[src/rtl/key_debounce_pkg.sv]
// Shared definitions for the key input conditioner and later keypad blocks:
// debounce FSM state encoding and the pin polarity helper.
package key_debounce_pkg;

    typedef enum logic [1:0] {
        IDLE      = 2'd0,
        PRESS_CHK = 2'd1,
        HELD      = 2'd2,
        REL_CHK   = 2'd3
    } key_state_t;

    // Map a raw pin level to "pressed" (1) given the board polarity.
    function automatic logic pin_to_pressed(input logic pin, input logic active_low);
        return pin ^ active_low;
    endfunction

endpackage

[src/rtl/key_debounce_sync_2ff.sv]
// Generic two-flop synchroniser for asynchronous board inputs.
// RESET_VAL is the pin level assumed while in reset (normally the idle level).
module sync_2ff #(
    parameter int              WIDTH     = 1,
    parameter logic [WIDTH-1:0] RESET_VAL = '0
) (
    input  logic             clk,
    input  logic             rst_n,
    input  logic [WIDTH-1:0] d,
    output logic [WIDTH-1:0] q
);

    logic [WIDTH-1:0] meta;

    // Two-stage capture; only q is safe to use in the clk domain.
    always_ff @(posedge clk or negedge rst_n) begin
        if (!rst_n) begin
            meta <= RESET_VAL;
            q    <= RESET_VAL;
        end else begin
            meta <= d;
            q    <= meta;
        end
    end

endmodule

[src/rtl/key_debounce.sv]
// Push-button conditioner: synchronises the raw pin, debounces it and emits a
// stable level plus one-cycle press / release / long-press pulses.
// Optional feature macro: KEY_LONG_PRESS_EN builds the hold counter and key_long;
// without it key_long is tied low and LONG_CYC has no effect.
//
//   state     | meaning
//   ----------+-------------------------------------------------------------
//   IDLE      | released and stable, waiting for a pressed sample
//   PRESS_CHK | pressed seen, counting stable samples before accepting
//   HELD      | press accepted, key_level high, hold time accumulating
//   REL_CHK   | released seen while held, counting before accepting release
module key_debounce
    import key_debounce_pkg::*;
#(
    parameter int DEBOUNCE_CYC = 480_000,
    parameter int LONG_CYC     = 24_000_000,
    parameter bit ACTIVE_LOW   = 1'b1
) (
    input  logic clk,
    input  logic rst_n,
    input  logic key_in,
    output logic key_level,
    output logic key_pressed,
    output logic key_released,
    output logic key_long
);

    localparam int              DEB_W    = $clog2(DEBOUNCE_CYC);
    localparam logic [DEB_W-1:0] DEB_LAST = DEB_W'(DEBOUNCE_CYC - 1);

    if (DEBOUNCE_CYC < 2 || LONG_CYC < 1) begin : g_param_check
        $error("key_debounce: DEBOUNCE_CYC must be >= 2 and LONG_CYC >= 1");
    end

    logic             key_sync;
    logic             p;
    key_state_t       state_q, state_d;
    logic [DEB_W-1:0] deb_cnt_q, deb_cnt_d;
    logic             level_d, pressed_d, released_d;
    logic             hold_clr;

    // Reset value of the synchroniser is the released pin level, which equals ACTIVE_LOW.
    sync_2ff #(
        .WIDTH     (1),
        .RESET_VAL (ACTIVE_LOW)
    ) u_sync (
        .clk   (clk),
        .rst_n (rst_n),
        .d     (key_in),
        .q     (key_sync)
    );

    assign p = pin_to_pressed(key_sync, ACTIVE_LOW);

    // State, debounce counter and registered level / edge pulses.
    always_ff @(posedge clk or negedge rst_n) begin
        if (!rst_n) begin
            state_q      <= IDLE;
            deb_cnt_q    <= '0;
            key_level    <= 1'b0;
            key_pressed  <= 1'b0;
            key_released <= 1'b0;
        end else begin
            state_q      <= state_d;
            deb_cnt_q    <= deb_cnt_d;
            key_level    <= level_d;
            key_pressed  <= pressed_d;
            key_released <= released_d;
        end
    end

    // Next-state and next-output decode; any contrary sample restarts the check.
    always_comb begin
        state_d    = state_q;
        deb_cnt_d  = deb_cnt_q;
        level_d    = key_level;
        pressed_d  = 1'b0;
        released_d = 1'b0;
        hold_clr   = 1'b0;
        case (state_q)
            IDLE: begin
                if (p) begin
                    state_d   = PRESS_CHK;
                    deb_cnt_d = '0;
                end
            end
            PRESS_CHK: begin
                if (!p) begin
                    state_d = IDLE;
                end else if (deb_cnt_q == DEB_LAST) begin
                    state_d   = HELD;
                    pressed_d = 1'b1;
                    level_d   = 1'b1;
                    hold_clr  = 1'b1;
                end else begin
                    deb_cnt_d = deb_cnt_q + DEB_W'(1);
                end
            end
            HELD: begin
                if (!p) begin
                    state_d   = REL_CHK;
                    deb_cnt_d = '0;
                end
            end
            REL_CHK: begin
                if (p) begin
                    state_d = HELD;
                end else if (deb_cnt_q == DEB_LAST) begin
                    state_d    = IDLE;
                    released_d = 1'b1;
                    level_d    = 1'b0;
                end else begin
                    deb_cnt_d = deb_cnt_q + DEB_W'(1);
                end
            end
            default: state_d = IDLE;
        endcase
    end

`ifdef KEY_LONG_PRESS_EN
    localparam int               HOLD_W    = $clog2(LONG_CYC + 1);
    localparam logic [HOLD_W-1:0] HOLD_MAX  = HOLD_W'(LONG_CYC);
    localparam logic [HOLD_W-1:0] HOLD_FIRE = HOLD_W'(LONG_CYC - 1);

    logic [HOLD_W-1:0] hold_cnt;
    logic              long_q;

    // Hold time counts only HELD cycles and saturates, so key_long fires once per press.
    always_ff @(posedge clk or negedge rst_n) begin
        if (!rst_n) begin
            hold_cnt <= '0;
            long_q   <= 1'b0;
        end else begin
            long_q <= (state_q == HELD) && (hold_cnt == HOLD_FIRE);
            if (hold_clr) begin
                hold_cnt <= '0;
            end else if (state_q == HELD && hold_cnt != HOLD_MAX) begin
                hold_cnt <= hold_cnt + HOLD_W'(1);
            end
        end
    end

    assign key_long = long_q;
`else
    assign key_long = 1'b0;
`endif

endmodule
[config.mk]
export PLATFORM = sky130hd
export DESIGN_NAME = key_debounce
export DESIGN_NICKNAME = d
export VERILOG_FILES = /design/src/rtl/key_debounce_pkg.sv /design/src/rtl/key_debounce_sync_2ff.sv /design/src/rtl/key_debounce.sv
export SDC_FILE = /design/constraint.sdc
export NUM_CORES = 1
export LEC_CHECK = 0
export CAP_MARGIN = 10
export CORE_MARGIN = 2
export CORE_UTILIZATION = 40
export DETAILED_ROUTE_END_ITERATION = 10
export HOLD_SLACK_MARGIN = 0.02
export PLACE_DENSITY = 0.66
export SETUP_SLACK_MARGIN = 0.2
export SLEW_MARGIN = 10
export SYNTH_ARGS = -nofsm -noshare
export SYNTH_HDL_FRONTEND = slang
export SYNTH_SLANG_ARGS = --single-unit
[constraint.sdc]
create_clock -name clk -period 3.3 [get_ports clk]
set_input_delay 0.66 -clock clk [delete_from_list [all_inputs] [get_ports clk]]
set_output_delay 0.66 -clock clk [all_outputs]
set_load 0.005 [all_outputs]
Word-level counts from Yosys, hierarchy flattened

Index checks and enable logic that the tools add are counted.
Widths: inputs -> output; s select.

Add/sub/neg operators: 1
Equality and inequality tests: 12
Multiplexer cells: 23
Reductions and logical operators: 5

Operators by type and width:

| operator              | count |
|---|---|
| $mux 19               | 5 |
| $pmux 19 s4           | 1 |
| $add 19x1->19 const B | 1 |
| $eq 19x19->1 const B  | 1 |
| $mux 2                | 6 |
| $mux 1                | 9 |
| $ne 2x2->1 const B    | 4 |
| $pmux 2 s4            | 1 |
| $reduce_and 4->1      | 2 |
| $reduce_and 5->1      | 1 |
| $eq 2x2->1 const B    | 2 |
| $ne 2x1->1 const B    | 2 |
| $ne 3x2->1 const B    | 1 |
| $ne 3x3->1 const B    | 1 |
| $eq 2x1->1 const B    | 1 |
| $logic_not 2->1       | 1 |
| $pmux 1 s2            | 1 |
| $reduce_bool 2->1     | 1 |

Flip-flop bits (word level): 26
Input port bits: 3
Output and inout port bits: 4

Depth between registers and ports, before layout

Gate-level depths: netlist (run 1).

Depth in word-level cells: 4
Mapped depth: 7

Hierarchy

From an unflattened synthesis (run 1), not the netlist that was laid out.

Cells, all modules: 151
Area total of the unflattened synthesis: 1,556.5 um^2

Modules (own cells, without submodules):

| module       | instances | cells an instance | area an instance (um^2) | seq. area each (um^2) |
|---|---|---|---|---|
| key_debounce | 1         | 149               | 1,503.9                 | 600.6 |
| sync_2ff     | 1         | 2                 | 52.6                    | 52.6 |

Worst setup path after synthesis (run 1)

Ideal clock, no wire load.

Kind: reg2reg
Start point: reg deb_cnt_q[0]
End point: reg deb_cnt_q[8]
Setup time: 0.080 ns
Data arrival time: 1.811 ns
Data required time: 3.220 ns
Slack: 1.409 ns
Stages on the path, launching flop included: 8
Clock period less this slack: 1.891 ns
Cell sequence: dfrtp_1 ha_1 clkbuf_1 nand3_1 or2_0 clkbuf_1 or4_1 o211ai_2

Cells in the longest elaborated chain, start to end: 4
Elaborated cells on any way between the ends: 6

RTL lines:

| element                                              | line                                    | text |
|---|---|---|
| start: declaration                                   | key_debounce.sv:38                      | `logic [DEB_W-1:0] deb_cnt_q, deb_cnt_d;` |
| start signal: assignment                             | key_debounce.sv:65                      | `deb_cnt_q <= deb_cnt_d;` |
| $add 19x1->19 / $eq 19x19->1 (equally long branches) | --                                      |  |
| $mux 19 *                                            | key_debounce.sv:90, key_debounce.sv:108 |  |
| $mux 19, on equally long branches                    | key_debounce.sv:106, key_debounce.sv:88 |  |
| $pmux 19 s4 *                                        | key_debounce.sv:80                      | `case (state_q)` |

Mark *: on every way between the ends. The rest lies on a longest branch, timed or not. The select of a mux whose other input is x is not followed.
A chain may end at the register's enable or synchronous reset.

Worst setup path in the final report (run 1)

Start point: reg state_q[0]
End point: reg deb_cnt_q[12]

Cells in the longest elaborated chain, start to end: 3
Elaborated cells on any way between the ends: 10

RTL lines:

| element                                                          | line               | text |
|---|---|---|
| start: declaration                                               | key_debounce.sv:37 | `key_state_t state_q, state_d;` |
| start signal: assignment                                         | key_debounce.sv:64 | `state_q <= state_d;` |
| $eq 2x2->1 (tied with other cells)                               | key_debounce.sv:80 |  |
| $ne 2x1->1 (no source line) / $ne 2x2->1 (equally long branches) | --                 |  |
| $reduce_and 4->1 (no source line)                                | --                 |  |

Several ways; a longest one is shown, not always the timed one.

==> results of run 1 <==
[critical path, cell delays in order (launching register included)]
cell     delay (ps)
dfrtp_1         760
inv_1           460
or3_1           450
or3_1           310
nand4_1          90
[layout make-up]
class,count,share of cell area [%]
Multi-Input combinational cell,135,49.4
Timing Repair Buffer,7,3.79
Tap cell,48,3.50
Inverter,5,1.09
Sequential cell,26,38.1
Clock inverter,1,1.75
Clock buffer,3,2.41
[cells by family (layout without fill, tap and decap cells)]
group                    Yosys count  in the layout  share of synthesized area (%)
AND/OR/NAND/NOR                   92             92                           32.6
AO/OA/AOI/OAI                     33             33                           14.7
flip-flops                        26             26                           41.5
buffers and inverters             20             16                           5.24
multiplexers                       6              6                           3.81
XOR/XNOR                           2              2                           1.11
adder cells (fa/ha/maj)            1              1                          0.794
other                              1              1                          0.238
[state kept, by name, indices dropped and copies added, names as in the netlist, named ones only]
signal / count
u_sync.q: 1
u_sync.meta: 1
state_q: 1
deb_cnt_q: 19
key_released: 1
key_pressed: 1
key_level: 1
[per-layer routing]
layer  wire length [um]  vias to the layer above  global-route usage (%)
met4                 40                        0                    5.10
met3                167                        5                    2.70
met2               1540                       41                    26.0
met5                  0                        -                       0
met1               1760                      613                    26.6
li1                   -                      663                       -
[metrics by stage]
| stage | util [%] | cell area (sq um) | power [uW] | setup slack [ps] |
|---|---|---|---|---|
| 2_1_floorplan | - | 1580 | 369 | 1410 |
| 3_3_place_gp | 44.2 | 1640 | 384 | 1270 |
| 3_5_place_dp | 44.2 | 1640 | 386 | 1230 |
| 4_1_cts | 46.2 | 1720 | 654 | 1210 |
| 5_1_grt | 46.2 | 1720 | 675 | 1060 |
| 6_report | 46.2 | 1720 | 649 | 1170 |
[where the power goes]
group / switching, uW / internal (uW)
clock network: 106 / 162
logic: 28.3 / 13.4
registers: 13.1 / 326
total: 147 / 502
[final timing paths]
| path | from | end | slack [ps] | cells past startpoint |
|---|---|---|---|---|
| max | state_q[0]$_DFFE_PN0P_ | deb_cnt_q[12]$_DFFE_PN0P_ | 1170 | 4 |
| min | u_sync.meta$_DFF_PN1_ | u_sync.q$_DFF_PN1_ | 360 | 0 |
| max reg2reg | state_q[0]$_DFFE_PN0P_ | deb_cnt_q[12]$_DFFE_PN0P_ | 1170 | 4 |
| min reg2reg | u_sync.meta$_DFF_PN1_ | u_sync.q$_DFF_PN1_ | 360 | 0 |
| max in group asynchronous | rst_n | u_sync.meta$_DFF_PN1_ | 2260 | 2 |
| min in group asynchronous | rst_n | deb_cnt_q[3]$_DFFE_PN0P_ | 740 | 2 |
[layout by cell type, fill, tap and decap left out, drive strengths merged, types with 2 or more instances in the layout]
master         count
inv                5
nand4             10
clkbuf             3
clkdlybuf4s50      5
a211oi             2
nor2              11
dfrtp             24
nor4               6
dfstp              2
buf                2
nand2             18
nand3             21
nor4bb             2
mux2i              6
nor3               5
or3                2
and4               4
a21oi              9
a311o              2
a2111oi            3
nor4b              2
a21o               2
o21ai              6
and2               5
o211ai             4
==> results summary, run 1 <==
The static leakage power is just under 0.0007 uW. The worst slew margin relative to its limit came out at between 50% and 60%. Fill cells in the final layout number 364.

The synthesized design spends more area on one cell type than any other, namely dfrtp_1. The number of placed instances, taps included came out at roughly 220. The via count of the first global-routing pass came to ~1200. The wire length of the first global-routing pass is ~6 mm.

The worst path required time is 3510 ps. The routed wire length per instance is around 16 um. The congestion estimate from routability-driven global placement came to between 0.8 and 0.9.

The count of final setup violators came out at 0. STA classifies the critical path endpoint as a register. The count of maximum capacitance violations came out at 0. The area of all sequential standard cells came out at 653 sq um. Sorting the synthesized cells by area gives the leading types as dfrtp_1 (38%), nand3_1 (6.7%), nand2_1 (4.3%), mux2i_1 (3.8%), nand4_1 (3.6%). The setup path with the least slack is of type reg -> reg.

The vertical die dimension came out at roughly 67 um. The number of top-level pins came out at 7. The count of hold buffers inserted by post-cts repair is 0.

The maximum net fanout on the critical path is 20. The overall fraction of global-route tracks in use came out at 17.7%. The most common cell in the synthesized netlist is dfrtp_1.

The remaining number of nets flagged by the antenna check after routing came out at 0. The core area is between 0.003 and 0.004 sq mm. The area added between synthesis and finish is 8.90%. The detailed router placed 1322 vias in this run. By count the netlist is led by dfrtp_1 (24), nand3_1 (21), nand2_1 (18).

The number of clock buffers added by TritonCTS is 3. The total half-perimeter wirelength after legalization and detailed placement is about 2.3 mm. The worst clock skew came out at 4.24 ps.

Counting flops with a built-in enable in the synthesized netlist gives 0. For this run, design rule violations remaining after detail routing come to 0. The H-tree depth reported by CTS is 1.

In this run the cell area of the synthesized design comes to between 0.0015 and 0.002 sq mm. The source-to-sink clock delay at the later pin of the worst-skew pair is about 280 ps. After the last flow step, the layout net total stands at 182. The total clock sinks came out at 26.

The areal power density over the cells is approximately 380 mW/mm^2. The fmax came out at approximately 470 MHz. The number of I/O port buffers came out at 5. The share of the Yosys chip area taken by registers is 41.5%. The tree is rooted in a clkbuf_8. The area of the multi-input gates is about 850 sq um. The post-cts resize count came out at 0. Averaged over all synthesized cells, the footprint is 8.70 sq um. The count of standard-cell rows is 22. The worst hold slack after final layout is about 360 ps.

The nature of the critical path startpoint is a register. The total detailed-routing wirelength is about 3.5 mm. The Yosys step of the flow raised 0 warnings. The clock tree from TritonCTS is built. The maximum number of buffers from clock root to sink is 2. In the finished design, the share of the clock period the worst path needs comes to between 60 and 70%. The number of library cell types mapped by synthesis is 43. The proportion of layout cells with a drive suffix above 1 is 6.78%. The maximum number of pins on one net before global-route repair came out at 37. The flow ran to the end, and the final reports show no timing, DRC or antenna violations.

Setup repair after global routing left no endpoint under its margin. The number of DRC markers in iteration 0 is between 100 and 150. The die boundary width is ~67 um. In this run the worst hold path is classified as reg -> reg. Counting every net in the synthesized netlist gives 185. The async set-or-reset flop fraction in the synthesized netlist is 100%. The transition at the pin with the smallest max-transition slack is ~630 ps. The floorplan die area came out at ~0.0045 sq mm. The number of antenna violations at the first check in global routing is 0. In the routed layout, each cell is associated on average with a via count of slightly below 6.

The area share of the largest cell type after synthesis is between 30% and 40%. The antenna diode instance count came out at 0. The number of hold-slack violations in the final timing report came out at 0. Across the VDD grid, the largest voltage drop is 0.000207 V. The most used flip-flop cell after synthesis is dfrtp_1. In this run, synthesis produced a sequential element count of 26. The post-route minimum period is roughly 2100 ps. After global routing the overflow that remains totals 0. The final max-slew violation count was 0. For this run, the detailed router's first-pass iteration total came to 4. Setup total negative slack on the finished layout was measured at 0 ps. The clock-pin slew on the worst setup and hold paths is approximately 90 ps. Post-CTS timing repair inserted 0 buffers for setup. The synthesized netlist cell count came out at ~180. Once layout is complete, the cells apart from fillers number between 200 and 250. The endpoint arrival time on the critical path came out at about 2300 ps. The initial standard-cell utilization of the core is between 40% and 50%.
No activity file was read; power rests on OpenSTA's default activity.
==> run 2, diff against run 1 <==
==> constraint.sdc (replaced) <==
create_clock -name clk -period 2.2 [get_ports clk]
set_input_delay 0.44 -clock clk [delete_from_list [all_inputs] [get_ports clk]]
set_output_delay 0.44 -clock clk [all_outputs]
set_load 0.005 [all_outputs]
==> results summary, run 2 (synthesis gave the netlist of run 1 again) <==
The class of the tightest hold or removal check is reg -> reg (unchanged). The worst clock skew came out at 3.72 ps (was 4.24 ps). The peak-usage layer in the global routing report was met2 (was met1). The longest individual stage delay on the worst path came to 470 ps (was 760 ps). The worst slew margin relative to its limit is 56.6% (was 57.9%).

The fmax came to 529 MHz (was 470 MHz). The global routing met2 resource utilization came out at 30.6% (was 26.0%). The post-route minimum period was 1890 ps (was 2130 ps). The total half-perimeter wirelength after legalization and detailed placement is 2.47 mm (was 2.35 mm).

The clock root buffer is clkbuf_8 (unchanged). The count of maximum capacitance violations came out at 0 (unchanged). The initial standard-cell utilization of the core came out at 42.4% (unchanged). The total clock sinks came to 26 (unchanged).

Ordered cell list for the critical path: nor4b_1 -> and4_1 -> nand3_1 -> a21o_1 (was inv_1 -> or3_1 -> or3_1 -> nand4_1). The worst path required time came out at 2380 ps (was 3510 ps). Setup repair after global routing missed its margin: no (unchanged). The transition at the pin with the smallest max-transition slack is 646 ps (was 626 ps). The core area is 0.00372 sq mm (unchanged).

Run status: finished, final reports clean (unchanged). The clock tree from TritonCTS is built (unchanged). The proportion of layout cells with a drive suffix above 1 came out at 8.89% (was 6.78%). The worst hold path startpoint was u_sync.meta$_DFF_PN1_ (unchanged). The nature of the critical path startpoint is a register (unchanged).

The critical path class is reg -> reg (unchanged). The maximum vdd ir drop came out at 0.000345 V (was 0.000207 V). The number of antenna violations at the first check in global routing came to 0 (unchanged). The maximum number of pins on one net before global-route repair came out at 27 (was 37).

The number of detailed-routing iterations run before antenna repair is 4 (unchanged). The met3 usage in global routing is 3.21% (was 2.70%). The path depth of the worst reg2reg path is 4 (unchanged). The most common cell after layout, fill and taps aside is dfrtp_1 (unchanged). The routability-driven placement congestion ratio came out at 0.852 (was 0.886). The number of nets in the finished design came to 185 (was 182). The source-to-sink clock delay at the later pin of the worst-skew pair came out at 280 ps (about the same). The number of CTS-inserted buffers is 3 (unchanged). The clock-pin slew on the worst setup and hold paths is 90 ps (about the same). The number of DRC markers in iteration 0 is 53 (was 103).

The count of final setup violators is 0 (unchanged). The DRC violation count after routing is 0 (unchanged). The worst reg-to-reg setup slack came out at 310 ps (was 1170 ps). The via count of the first global-routing pass is 1320 (was 1221). The origin of the worst setup path is deb_cnt_q[15]$_DFFE_PN0P_ (was state_q[0]$_DFFE_PN0P_).

The maximum number of buffers from clock root to sink is 2 (unchanged). The number of buffers and inverters on the critical path came to 0 (was 1). The type of destination of the critical path is a register (unchanged). The total detailed-routing wirelength is 3.67 mm (was 3.50 mm).

The remaining number of nets flagged by the antenna check after routing came out at 0 (unchanged). The global-route track usage on met1 is 24.5% (was 26.6%). The overall fraction of global-route tracks in use came out at 19.0% (was 17.7%).

The areal power density over the cells is 563 mW/mm^2 (was 378 mW/mm^2). The antenna diode instance count is 0 (unchanged). The vertical die dimension is 66.8 um (unchanged).

The routed wire length per instance was 16.1 um (was 15.6 um). The register bank with the most flops is deb_cnt_q (unchanged). The count of hold buffers inserted by post-cts repair is 0 (unchanged). The flip-flop count of the largest register, all copies and words added is 19 (unchanged). The non-filler instance count after layout is 228 (was 225). The wire length of the first global-routing pass was 6.40 mm (was 6.04 mm). The die boundary width is 66.8 um (unchanged).

The floorplan die area is 0.00446 sq mm (unchanged). The static leakage power came out at 0.000692 uW (was 0.000678 uW). The leftover overflow at the end of global routing is 0 (unchanged). The worst hold path depth came out at 0 (unchanged).

The cell family with the largest share of critical-path delay was simple AND/OR/NAND/NOR gates (unchanged). The total negative slack was 0 ps (unchanged). The maximum net fanout on the critical path is 8 (was 20).

The routed via count divided by cell count came out at 6.14 (was 5.88). The share of the clock period used by the worst path is 85.9% (was 64.5%). The count of vias placed by the detailed router is 1400 (was 1322). The number of placed instances, taps included is 224 (was 221).

The number of hold-slack violations in the final timing report is 0 (unchanged). The worst hold slack after final layout was 363 ps (was 360 ps). The endpoint arrival time on the critical path is 2070 ps (was 2340 ps). The area added between synthesis and finish is 11.1% (was 8.90%).

The worst flop-to-flop path startpoint was deb_cnt_q[15]$_DFFE_PN0P_ (was state_q[0]$_DFFE_PN0P_). The H-tree depth reported by CTS came out at 1 (unchanged). Top library cells by usage in the layout, fill and taps aside: dfrtp_1 (24), nand3_1 (21), nand2_1 (18), nor2_1 (11) (unchanged).

The number of cells on the critical path is 4 (unchanged). The count of standard-cell rows is 22 (unchanged). The total power came out at 986 uW (was 649 uW). The critical path's slowest cell is dfrtp_1 (unchanged). The final cell utilization of the core is 47.1% (was 46.2%). The number of top-level pins is 7 (unchanged). The number of I/O port buffers is 5 (unchanged).

The final max-slew violation count came to 0 (unchanged).
-- run 2: cell types whose count changed in the layout (fill, tap and decap cells not counted), sizes merged --
cell	change
buf	+3
-- run 2: what timing repair did --
item                                    in CTS  in global routing
endpoints found under the setup margin       0                  5
buffers inserted                             0                  0
gates resized for setup                      0                  3
-- run 2: path summary, 6_finish.rpt --
path                                             to
max in group asynchronous        u_sync.q$_DFF_PN1_
min                              u_sync.q$_DFF_PN1_
min in group asynchronous  deb_cnt_q[5]$_DFFE_PN0P_
max reg2reg                                register
min reg2reg                      u_sync.q$_DFF_PN1_
max                                        register
-- run 2: stage by stage --
stage / area [sq um] / worst slack [ps]
finish: 1750 / 310
global route: 1750 / 212
CTS: 1740 / 207
detailed placement: 1670 / 247
global placement: 1670 / 335
floorplan: 1580 / 309
-- run 2: power breakdown --
group          total [uW]  leakage [uW]  switching [uW]  internal [uW]
combinational        73.0      0.000304            47.6           25.4
sequential            505      0.000352            16.9            489
clock                 408     0.0000357             164            244
total                 986      0.000692             228            758
-- run 2: routing by layer --
metal	up-vias	wire length (um)
li1	669	-
met1	685	1610
met2	39	1840
met3	7	133
met4	0	78
met5	-	0
-- run 2: cell type report --
type	instances	area [sq um]
flip-flops and latches	26	653
fillers	363	1970
repair buffers	10	87.6
inverters	5	18.8
multi-input cells	135	860
clock buffers	3	41.3
clock inverters	1	30.0
well taps	48	60.1
==> run 3, diff against run 2 <==
--- a/config.mk
+++ b/config.mk
@@ -10,6 +10,7 @@
 export CORE_UTILIZATION = 40
 export DETAILED_ROUTE_END_ITERATION = 10
 export HOLD_SLACK_MARGIN = 0.02
+export MAX_ROUTING_LAYER = met4
 export PLACE_DENSITY = 0.66
 export SETUP_SLACK_MARGIN = 0.2
 export SLEW_MARGIN = 10
==> results of run 3 <==
The final DEF is identical to that of run 2; final timing and power are the same.
Among the figures that moved: final weighted congestion in routability-driven placement 0.852 -> 0.866; via count of the first global-routing pass 1320 -> 1323; overall routing resource usage 19.0% -> 19.5%
